<file path="config.mk">
export PLATFORM = sky130hd
export DESIGN_NAME = mem_stage
export DESIGN_NICKNAME = d
export VERILOG_FILES = /design/src/rtl/mem_stage.sv
export SDC_FILE = /design/constraint.sdc
export NUM_CORES = 1
export LEC_CHECK = 0
export CAP_MARGIN = 20
export CORE_UTILIZATION = 47
export DETAILED_ROUTE_END_ITERATION = 8
export PLACE_DENSITY = 0.85
export REMOVE_ABC_BUFFERS = 1
export SYNTH_ARGS = -nofsm -noshare
export SYNTH_HDL_FRONTEND = slang
export SYNTH_SLANG_ARGS = --single-unit
</file>
<file path="constraint.sdc">
create_clock -name i_clk -period 2.9 [get_ports i_clk]
set_clock_uncertainty 0.1 [all_clocks]
set_input_delay 0.58 -clock i_clk [delete_from_list [all_inputs] [get_ports i_clk]]
set_output_delay 0.58 -clock i_clk [all_outputs]
set_load 0.02 [all_outputs]
</file>
<file path="src/rtl/mem_stage.sv">
// mem_stage: EX/MEM and MEM/WB pipeline registers, sub-word load extraction and single-cycle read-modify-write stores.
module mem_stage #(
  parameter int DATA_WIDTH = 32,
  parameter int ADDR_WIDTH = 5
) (
  input  logic                  i_clk,
  input  logic                  i_rst_n,
  input  logic                  i_stall,
  input  logic                  i_flush,
  input  logic [3:0]            i_mem_op,
  input  logic [DATA_WIDTH-1:0] i_alu_res,
  input  logic [DATA_WIDTH-1:0] i_store_data,
  input  logic [4:0]            i_rd,
  input  logic                  i_reg_we,
  output logic [ADDR_WIDTH-1:0] o_dm_addr,
  output logic [DATA_WIDTH-1:0] o_dm_data,
  output logic                  o_dm_we,
  input  logic [DATA_WIDTH-1:0] i_dm_data,
  output logic [4:0]            o_mem_rd,
  output logic                  o_mem_reg_we,
  output logic                  o_mem_is_load,
  output logic [DATA_WIDTH-1:0] o_wb_data,
  output logic [4:0]            o_wb_rd,
  output logic                  o_wb_reg_we,
  output logic                  o_wb_exc
);
  localparam logic [3:0] OP_NONE = 4'd0, OP_LW = 4'd1, OP_LH = 4'd2, OP_LHU = 4'd3,
                         OP_LB = 4'd4, OP_LBU = 4'd5, OP_SW = 4'd6, OP_SH = 4'd7, OP_SB = 4'd8;
  logic [3:0]            op_q, op_d;
  logic [DATA_WIDTH-1:0] alu_q, alu_d, sd_q, sd_d;
  logic [4:0]            rd_q, rd_d;
  logic                  we_q, we_d, done_q, done_d;
  logic [DATA_WIDTH-1:0] wb_data_q, wb_data_d;
  logic [4:0]            wb_rd_q, wb_rd_d;
  logic                  wb_we_q, wb_we_d, wb_exc_q, wb_exc_d;
  logic                  is_ld, is_st, mis;
  logic [7:0]            byte_v;
  logic [15:0]           half_v;
  logic [DATA_WIDTH-1:0] res, wdata;
  always_comb begin
    is_ld = op_q >= OP_LW && op_q <= OP_LBU;
    is_st = op_q >= OP_SW && op_q <= OP_SB;
    mis = ((op_q == OP_LW || op_q == OP_SW) && alu_q[1:0] != 2'd0) ||
          ((op_q == OP_LH || op_q == OP_LHU || op_q == OP_SH) && alu_q[0]);
    byte_v = i_dm_data[8*alu_q[1:0] +: 8];
    half_v = alu_q[1] ? i_dm_data[31:16] : i_dm_data[15:0];
    res = op_q == OP_LW  ? i_dm_data :
          op_q == OP_LH  ? {{16{half_v[15]}}, half_v} :
          op_q == OP_LHU ? {16'd0, half_v} :
          op_q == OP_LB  ? {{24{byte_v[7]}}, byte_v} :
          op_q == OP_LBU ? {24'd0, byte_v} : alu_q;
    // sub-word stores merge into the word currently read back from memory
    wdata = op_q == OP_SW ? sd_q : i_dm_data;
    if (op_q == OP_SH) wdata[16*alu_q[1] +: 16] = sd_q[15:0];
    if (op_q == OP_SB) wdata[8*alu_q[1:0] +: 8] = sd_q[7:0];
    o_dm_we = is_st && !mis && !done_q;
    op_d   = i_flush ? OP_NONE : i_stall ? op_q  : i_mem_op;
    alu_d  = i_flush ? '0      : i_stall ? alu_q : i_alu_res;
    sd_d   = i_flush ? '0      : i_stall ? sd_q  : i_store_data;
    rd_d   = i_flush ? 5'd0    : i_stall ? rd_q  : i_rd;
    we_d   = i_flush ? 1'b0    : i_stall ? we_q  : i_reg_we;
    done_d = (i_flush || !i_stall) ? 1'b0 : done_q || o_dm_we;
    wb_data_d = i_stall ? wb_data_q : res;
    wb_rd_d   = i_stall ? wb_rd_q   : rd_q;
    wb_we_d   = i_stall ? wb_we_q   : we_q && !mis && !is_st;
    wb_exc_d  = i_stall ? wb_exc_q  : mis;
  end
  always_ff @(posedge i_clk or negedge i_rst_n) begin
    if (!i_rst_n) begin
      op_q   <= OP_NONE;
      alu_q  <= '0;
      sd_q   <= '0;
      rd_q   <= 5'd0;
      we_q   <= 1'b0;
      done_q <= 1'b0;
    end else begin
      op_q   <= op_d;
      alu_q  <= alu_d;
      sd_q   <= sd_d;
      rd_q   <= rd_d;
      we_q   <= we_d;
      done_q <= done_d;
    end
  end
  always_ff @(posedge i_clk or negedge i_rst_n) begin
    if (!i_rst_n) begin
      wb_data_q <= '0;
      wb_rd_q   <= 5'd0;
      wb_we_q   <= 1'b0;
      wb_exc_q  <= 1'b0;
    end else begin
      wb_data_q <= wb_data_d;
      wb_rd_q   <= wb_rd_d;
      wb_we_q   <= wb_we_d;
      wb_exc_q  <= wb_exc_d;
    end
  end
  assign o_dm_addr     = alu_q[ADDR_WIDTH+1:2];
  assign o_dm_data     = wdata;
  assign o_mem_rd      = rd_q;
  assign o_mem_reg_we  = we_q && !mis && !is_st;
  assign o_mem_is_load = is_ld;
  assign o_wb_data     = wb_data_q;
  assign o_wb_rd       = wb_rd_q;
  assign o_wb_reg_we   = wb_we_q;
  assign o_wb_exc      = wb_exc_q;
endmodule

</file>
Word level (Yosys, flattened, before mapping):

Cells that the tools add are included.
W data, S select, Z words.

* add/subtract/negate cells: 2
* $lt $le $gt $ge: 4
* equality and inequality tests: 9
* shift operators: 5
* muxes and demuxes: 22
* reductions and logical operators: 19

Operators with widths (count)
* $mux W32: 12
* $neg A5 Y34: 2
* $bwmux W32: 2
* $shift A16 B34 Y32 const A: 1
* $shift A8 B34 Y32 const A: 1
* $shiftx A16 B34 Y32: 1
* $shiftx A8 B34 Y32: 1
* $shiftx A32 B6 Y8: 1
* $eq A4 B3 Y1 const B: 4
* $mux W16: 1
* $mux W5: 2
* $eq A4 B2 Y1 const B: 2
* $logic_and A1 B1 Y1: 8
* $mux W4: 2
* $logic_or A1 B1 Y1: 6
* $eq A4 B1 Y1 const B: 1
* $eq A4 B4 Y1 const B: 1
* $ge A4 B1 Y1 const B: 1
* $ge A4 B3 Y1 const B: 1
* $le A4 B3 Y1 const B: 1
* $le A4 B4 Y1 const B: 1
* $logic_not A1 Y1: 4
* $mux W1: 3
* $ne A2 B1 Y1 const B: 1
* $reduce_bool A2 Y1: 1

* register bits after elaboration: 114
* input port bits: 110

Longest topological paths before layout:

Gate-level depths: netlist of the first run.

* word-level depth: 10
* depth in mapped cells: 9
* mapped depth without buffers: 6

Worst setup path before layout of the first run:

No wires, ideal clock.

* path kind: flip-flop to output port
* from: reg alu_q[0]
* to: out o_dm_data[16]
* arrival time: 2177 ps
* slack: 43 ps
* stages on the path, launching flop included: 7
* path buffers: 1
* cell sequence: dfrtp_1 buf_2 clkinv_1 ha_1 inv_1 o41ai_4 o2bb2ai_1

* cells in the longest elaborated chain, start to end: 4
* elaborated cells between the ends (all ways): 5
* those cells by class: 1 x add/sub; 2 x shift; 2 x mux

RTL lines
* start, declared: RTL line 30 `logic [DATA_WIDTH-1:0] alu_q, alu_d, sd_q, sd_d;`
* start signal, assigned: RTL line 78 `alu_q <= alu_d;`
* $neg A5 Y34 *: RTL line 55 `if (op_q == OP_SB) wdata[8*alu_q[1:0] +: 8] = sd_q[7:0];`
* $shiftx A8 B34 Y32 or $shift A8 B34 Y32 (tied branches): RTL line 55
* $bwmux W32 *: RTL line 55
* $mux W32 *: RTL line 55
* end, declared: RTL line 16 `output logic [DATA_WIDTH-1:0] o_dm_data,`

Every way passes the cells marked *; elsewhere a longest branch is shown, timed or not.

Final worst setup path of the first run:

* from: reg op_q[0]
* to: out o_dm_data[8]

* cells in the longest elaborated chain, start to end: 6
* elaborated cells between the ends (all ways): 8
* those cells by class: 3 x eq/ne; 5 x mux

RTL lines
* start, declared: RTL line 29 `logic [3:0] op_q, op_d;`
* start signal, assigned: RTL line 77 `op_q <= op_d;`
* $eq A4 B3 Y1: RTL line 53 `wdata = op_q == OP_SW ? sd_q : i_dm_data;`
* $mux W32: RTL line 53
* $bwmux W32: RTL line 54 `if (op_q == OP_SH) wdata[16*alu_q[1] +: 16] = sd_q[15:0];`
* $mux W32: RTL line 54
* $bwmux W32: RTL line 55
* $mux W32 *: RTL line 55

Marks and branches as above.

==> results of run 1 <==
cell families after synthesis:
logic type	after synthesis	synth area share
simple gates	190	0.1463
mux	110	0.1818
buf+inv	60	0.04916
fa+ha+maj	5	0.01003
compound gates	132	0.1551
flops	114	0.4576
report_power, final:
| group | internal [µW] | switching (µW) |
|---|---|---|
| Sequential | 1730 | 117 |
| Combinational | 580 | 612 |
| Clock | 1280 | 701 |
critical path, cell delays in order, from the launching register on:
cell and delay (ps):
dfrtp_1 440, nor4b_4 330, and2_1 260, nor4b_4 250, buf_4 190, buf_6 110
o2bb2ai_2 100, buf_6 130
worst paths after layout:
check	startpoint	to	slack (ps)	cells after the start
setup / recovery	op_q[0]	o_dm_data[8]	-8	7
hold / removal	i_rst_n	we_q	80	1
setup reg to reg	op_q[0]	o_wb_data[1]	460	8
hold reg to reg	o_wb_exc	o_wb_exc	390	2
max in group asynchronous	i_rst_n	o_wb_data[14]	1890	2
min in group i_clk	i_stall	sd_q[25]	380	3
layout by cell type (no fill, tap or decap), types with 21 or more instances in the layout:
| cell type | n |
|---|---|
| a21oi_1 | 26 |
| buf_4 | 64 |
| buf_6 | 21 |
| clkdlybuf4s50_1 | 155 |
| dfrtp_1 | 113 |
| mux2i_1 | 92 |
| nand2_1 | 41 |
| nor2_1 | 91 |
| o22ai_1 | 30 |
per-stage QoR:
step | util | cells | TNS, ps | hold slack (ps) | instance area [µm²]
5_1_grt | 0.7307 | 1023 | -930.4 | 125.3 | 9334
4_1_cts | 0.7121 | 1017 | -31.00 | 97.97 | 9096
3_5_place_dp | 0.6696 | 980 | -558.1 | 383.7 | 8553
3_3_place_gp | 0.6696 | 980 | -137.9 | 374.7 | 8553
2_1_floorplan | - | 559 | -159.3 | 184.4 | 5958
6_report | 0.7307 | 1023 | -13.08 | 84.15 | 9334
flip-flops by register name, indices dropped and copies added, names as in the netlist:
signal,flops
done_q,1
op_q,4
sd_q,32
o_wb_reg_we,1
o_mem_rd,5
o_wb_data,32
o_wb_exc,1
we_q,1
o_wb_rd,5
alu_q,32
area by class of cell:
type / count / area, µm² / area share
sequential: 114 / 2854 / 0.3058
tap: 172 / 215.2 / 0.02306
clock inverter: 5 / 50.05 / 0.005362
inverter: 8 / 35.03 / 0.003753
multi-input combinational: 437 / 3241 / 0.3472
timing repair buffer: 261 / 2430 / 0.2603
clock buffer: 26 / 509.2 / 0.05456
per-layer routing:
metal,part of all wire,track usage,up-vias
met5,0,0,-
met4,0.047,0.1949,0
met3,0.10,0.07878,78
met2,0.47,0.5376,429
met1,0.38,0.4260,3077
li1,-,-,2679
timing repair:
item,4_1_cts,5_1_grt
pin swaps,5,7
endpoints found under the setup margin,34,34
resized for setup,152,53
buffers inserted,5,5
gates cloned,1,0
==> reports/qor.txt, run 1 <==
status - finished with violations
failing checks - negative setup slack
pre-CTS setup slack - -53.25 ps
antenna-violating nets left - 0
crit path max fanout - 5
GRT Residual Overflow - 0
Die ar. - 13730 µm²
drt wl/cell - 22.56 µm
Sink Count - 114
CTS Buf Count - 17
largest net degree at the start of global routing - 49
initial antenna violation count - 0
Total GRT Usage - 0.3388
CTS tree - done
Post-synth EDFFs - 0
layout net count - 954
Initial Util - 0.4881
first-pass GRT wire length - 33950 µm
clock buffer depth - 2
ys async rst share - 1.000
maximum vdd drop - 424.4 µV
Worst EP required - 2220 ps
total chip power - 5017 µW
Warnings, synthesis - 0
First-pass DRT Iterations - 5
row count - 41
CTS Hold Bufs - 0
Post-Syn Instances - 611
Min-Delay Path Class - in2async
Seq/Total Area, Yosys - 0.4576
buffers added on ports - 193
Residual DRC - 0
detailed-route vias per instance - 6.122
final worst setup slack - -7.930 ps
synthesized area per cell - 10.20 µm²
Crit Path Category - reg2out
leading post-synthesis cells by cell area - dfrtp_1 (46%), mux2i_1 (15%), nor2_1 (5.5%)
Area Overhead vs Synth - 49.71%
Fin. Hold Viols - 0
most common cell in the netlist - dfrtp_1
worst slew pin tran - 760.7 ps
share of post-route cells with drive strength above 1 - 0.2139
slew margin rel. - 0.4929
Most used DFF post-synth - dfrtp_1
synthesized flop and latch total - 114
Total Wirelength - 23080 µm
Skew-Pair Late Insertion Delay - 420 ps
clock period minus worst slack - 2908 ps
Netlist Area Pre-Place - 6235 µm²
LEAKAGE - 0.004324 µW
I/O Pins - 194
dpl hpwl - 15870 µm
Data arrival, critical path - 2230 ps
vias in the first global route - 6202
Synth top area share - 0.4576
Ant. Diodes - 0
post-synth cell types - 55
root buffer cell - clkbuf_16
# Max-Cap Violations - 0
Startpoint Class - flop
fill count - 885
via count - 6263
routability cong. - 0.9424
final setup violation count - 2
Peak Freq - 0.3439 GHz
Die Height - 117.2 µm
critical path endpoint category - output pin
Slew Limit Fails - 0
H-tree lvl count - 4
core area - 12770 µm²
Post-synth top cells - dfrtp_1 (114), mux2i_1 (93), nor2_1 (92), nand2_1 (43), o22ai_1 (30)
Chip Width - 117.2 µm
area leader, netlist - dfrtp_1
CTS clk-pin slew, worst paths - 50 ps
final cycle utilization of the critical path - 1.003
DRT iter0 DRCs - 541
Power per Cell Area - 537.5 nW/µm²
unrepaired setup endpoints after global routing - yes
Note: power is estimated with default switching activity, not from simulation.
==> run 2, diff against run 1 <==
--- a/config.mk
+++ b/config.mk
@@ -6,6 +6,7 @@
 export NUM_CORES = 1
 export LEC_CHECK = 0
 export CAP_MARGIN = 20
+export CORE_ASPECT_RATIO = 0.5
 export CORE_UTILIZATION = 47
 export DETAILED_ROUTE_END_ITERATION = 8
 export PLACE_DENSITY = 0.85
==> reports/qor.txt, run 2 (same netlist as run 1, synthesis figures left out) <==
initial antenna violation count - 0
Residual DRC - 0
Chip Width - 164.9 µm
H-tree lvl count - 4
Power per Cell Area - 566.6 nW/µm²
DRT iter0 DRCs - 671
first-pass GRT wire length - 34300 µm
total chip power - 5178 µW
CP delay by family, top - simple AND/OR/NAND/NOR gates
CTS tree - done
Critical Path Max Stage Delay - 440 ps
buffers added on ports - 193
Sink Count - 114
LEAKAGE - 0.004205 µW
status - finished with violations
final setup violation count - 2
Startpoint Class - flop
Crit Path Category - reg2out
share of post-route cells with drive strength above 1 - 0.1976
via count - 6133
routability cong. - 0.9460
drt wl/cell - 22.00 µm
commonest cells after routing, fill and taps aside - clkdlybuf4s50_1 (155), dfrtp_1 (112), mux2i_1 (93)
Skew-Pair Late Insertion Delay - 420 ps
Die ar. - 13760 µm²
commonest non-fill, non-tap cell in the layout - clkdlybuf4s50_1
I/O Pins - 194
critical path's slowest cell - nor4bb_4
final cycle utilization of the critical path - 1.019
First-pass DRT Iterations - 6
Initial Util - 0.4868
CTS Buf Count - 17
layout net count - 937
Peak Freq - 0.3385 GHz
vias in the first global route - 6195
detailed-route vias per instance - 6.096
worst slew pin tran - 999.7 ps
crit path max fanout - 8
unrepaired setup endpoints after global routing - yes
row count - 29
clock buffer depth - 2
clock period minus worst slack - 2954 ps
# Max-Cap Violations - 0
final worst setup slack - -53.86 ps
Slew Limit Fails - 0
maximum vdd drop - 284.4 µV
Data arrival, critical path - 2270 ps
Worst EP required - 2220 ps
dpl hpwl - 14880 µm
critical path endpoint category - output pin
slew margin rel. - 0.3311
Fin. Hold Viols - 0
Die Height - 83.44 µm
root buffer cell - clkbuf_16
antenna-violating nets left - 0
crit-path cells - buf_12 > nor4bb_4 > buf_6 > nand2_1 > and3_1 > o2bb2ai_1 > buf_4
Min-Delay Path Class - in2async
Total GRT Usage - 0.3293
Total Wirelength - 22130 µm
failing checks - negative setup slack
pre-CTS setup slack - -100.5 ps
Area Overhead vs Synth - 46.60%
Buf+Inv Stages, Crit Path - 3
largest net degree at the start of global routing - 95
GRT Residual Overflow - 0
CTS clk-pin slew, worst paths - 60 ps
core area - 12810 µm²
-- run 2: cell type report --
class                   count  area (µm²)
fillers                   851        3669
multi-input cells         437        3166
flip-flops and latches    114        2855
repair buffers            244        2260
clock buffers              20       456.7
well taps                 170       212.7
clock inverters            12       156.4
inverters                   8       31.28
diodes                      1       2.502
-- run 2: metrics by stage --
stage | TNS [ps] | hold slack (ps) | instance area (µm²) | cells | util
final | -54.71 | 36.59 | 9140 | 1006 | 0.7136
after global routing | -115.0 | 68.65 | 9138 | 1005 | 0.7134
after CTS | 0 | 43.97 | 9052 | 1002 | 0.7068
after detailed placement | -749.5 | 377.6 | 8493 | 967 | 0.6631
after global placement | -156.4 | 372.9 | 8493 | 967 | 0.6631
after floorplan | -159.3 | 184.4 | 5958 | 559 | -
-- run 2: worst reg2reg max path: stages (launching register included) --
cell	delay (ps)
dfrtp_1	450
buf_4	230
nor3b_1	170
nor2_1	760
buf_4	320
nand2_1	70
a21oi_1	160
-- run 2: per-layer routing --
metal  track usage  up-vias  part of all wire
met5             0        -                 0
met4        0.1827        0             0.055
met3       0.06743      109             0.073
met2        0.5153      392              0.48
met1        0.4268     2988              0.40
li1              -     2644                 -
-- run 2: timing repair --
item                                    4_1_cts  5_1_grt
pin swaps                                     4       13
hold buffers                                  0        0
resized for setup                           140       34
buffers inserted                              2        3
endpoints found under the setup margin       34       28
cloned                                        1        0
-- run 2: final timing paths --
path,slack (ps),to,from,cells after the start
worst max register to register,580,o_wb_data[18],op_q[1],6
worst max-delay path,-50,o_dm_data[27],op_q[0],7
max in group asynchronous,1950,alu_q[1],i_rst_n,2
worst min-delay path,40,alu_q[10],i_rst_n,1
worst min register to register,380,o_wb_exc,o_wb_exc,2
min in group i_clk,380,o_wb_exc,o_wb_exc,2
-- run 2: where the power goes --
group | switching, µW | internal [µW] | leakage [µW]
Clock | 784 | 1400 | 0.000289
Sequential | 107 | 1730 | 0.00147
Combinational | 606 | 557 | 0.00245
Total | 1500 | 3680 | 0.00421
==> run 3, diff against run 2 <==
==> constraint.sdc (replaced) <==
create_clock -name i_clk -period 3.3 [get_ports i_clk]
set_clock_uncertainty 0.1 [all_clocks]
set_input_delay 0.66 -clock i_clk [delete_from_list [all_inputs] [get_ports i_clk]]
set_output_delay 0.66 -clock i_clk [all_outputs]
set_load 0.02 [all_outputs]
==> reports/qor.txt, run 3 (same netlist as run 1, synthesis figures left out) <==
Data arrival, critical path - 2460 ps
Final Util - 0.6923
DRT iter0 DRCs - 608
critical path endpoint category - output pin
Die ar. - 13760 µm²
via count - 5921
status - completed
crit path max fanout - 8
buffers added on ports - 193
share of post-route cells with drive strength above 1 - 0.1330
largest net degree at the start of global routing - 55
Total Wirelength - 20790 µm
H-tree lvl count - 4
pre-CTS setup slack - 158.9 ps
Die Height - 83.44 µm
routability cong. - 0.9493
detailed-route vias per instance - 6.030
Peak Freq - 0.3104 GHz
Reg power frac - 0.369
core area - 12810 µm²
First-pass DRT Iterations - 5
root buffer cell - clkbuf_16
Power Internal - 3067 µW
Power per Cell Area - 491.3 nW/µm²
CTS clk-pin slew, worst paths - 60 ps
commonest cells after routing, fill and taps aside - clkdlybuf4s50_1 (157), dfrtp_1 (113), mux2i_1 (93)
GRT Residual Overflow - 0
Residual DRC - 0
Hold Slack - 202.1 ps
CTS tree - done
Crit Path Category - reg2out
CTS Buf Count - 17
Worst EP required - 2540 ps
first-pass GRT wire length - 32490 µm
Startpoint Class - flop
drt wl/cell - 21.17 µm
slew margin rel. - 0.3946
worst slew pin tran - 904.8 ps
Comb pwr share - 0.223
Critical Path Max Stage Delay - 400 ps
Sink Count - 114
LEAKAGE - 0.004072 µW
final setup violation count - 0
maximum vdd drop - 269.8 µV
final worst setup slack - 78.16 ps
critical path's slowest cell - ha_1
area of the multi-input gates - 3118 µm²
Sw Share - 0.2961
total chip power - 4357 µW
Chip Width - 164.9 µm
crit-path cells - clkinvlp_4 > ha_1 > inv_1 > o41ai_4 > buf_4 > o2bb2ai_1 > clkbuf_2
clock share of power - 0.408
fill count - 935
clock period minus worst slack - 3222 ps
# Max-Cap Violations - 0
Min-Delay Path Class - in2async
row count - 29
Fin. Hold Viols - 0
I/O Pins - 194
Sequential cell area - 2854 µm²
Total GRT Usage - 0.3130
vias in the first global route - 5768
Skew-Pair Late Insertion Delay - 420 ps
clock buffer depth - 2
dpl hpwl - 14870 µm
Ant. Diodes - 0
final cycle utilization of the critical path - 0.9763
CTS Hold Bufs - 0
Area Overhead vs Synth - 42.22%
Slew Limit Fails - 0
antenna-violating nets left - 0
Initial Util - 0.4868
initial antenna violation count - 0
sw power - 1290 µW
layout net count - 914
commonest non-fill, non-tap cell in the layout - clkdlybuf4s50_1
[run 3: path summary, 6_finish.rpt]
check,start,end,slack [ps],cells after the start
max in group asynchronous,i_rst_n,op_q[2],2020,2
hold reg to reg,o_wb_exc,o_wb_exc,380,2
setup reg to reg,op_q[1],o_wb_data[2],880,5
min in group i_clk,o_wb_exc,o_wb_exc,380,2
hold / removal,i_rst_n,alu_q[25],200,1
setup / recovery,alu_q[0],o_dm_data[19],80,7
[run 3: routing by layer]
metal	global-route usage	part of all wire
met2	0.4977	0.49
met4	0.1309	0.036
met1	0.4123	0.40
met3	0.06993	0.072
met5	0	0
[run 3: power by group through the flow]
stage / Combinational, µW / Sequential [µW] / Clock (µW)
2_1_floorplan: 336 / 1710 / 0
5_1_grt: 1030 / 1620 / 1870
6_report: 972 / 1610 / 1780
3_5_place_dp: 972 / 1630 / 0
4_1_cts: 966 / 1600 / 1790
3_3_place_gp: 954 / 1620 / 0
[run 3: what timing repair did]
item / CTS / global route
gates resized for setup: 38 / 22
endpoints found under the setup margin: 33 / 18
buffers inserted: 2 / 0
endpoints found under the hold margin: 0 / 0
pin swaps: 2 / 0
[run 3: area by class of cell]
cell class,count,area share
Multi-Input combinational cell,437,0.3516
Tap cell,170,0.02399
Clock inverter,13,0.01425
Timing Repair Buffer,221,0.2334
Inverter,8,0.003810
Clock buffer,19,0.05108
Sequential cell,114,0.3219
[run 3: critical path, delay by kind of cell (launching register included)]
family	cells	cell delay, ps
fa+ha+maj	1	400
compound gates	2	500
buf+inv	4	750
flops	1	390
[run 3: per-stage QoR]
step,area (µm²),TNS [ps],cells
after floorplan,5958,0,559
after global placement,8288,0,948
after detailed placement,8288,0,948
after CTS,8871,0,982
after global routing,8867,-31.17,982
final,8867,0,982
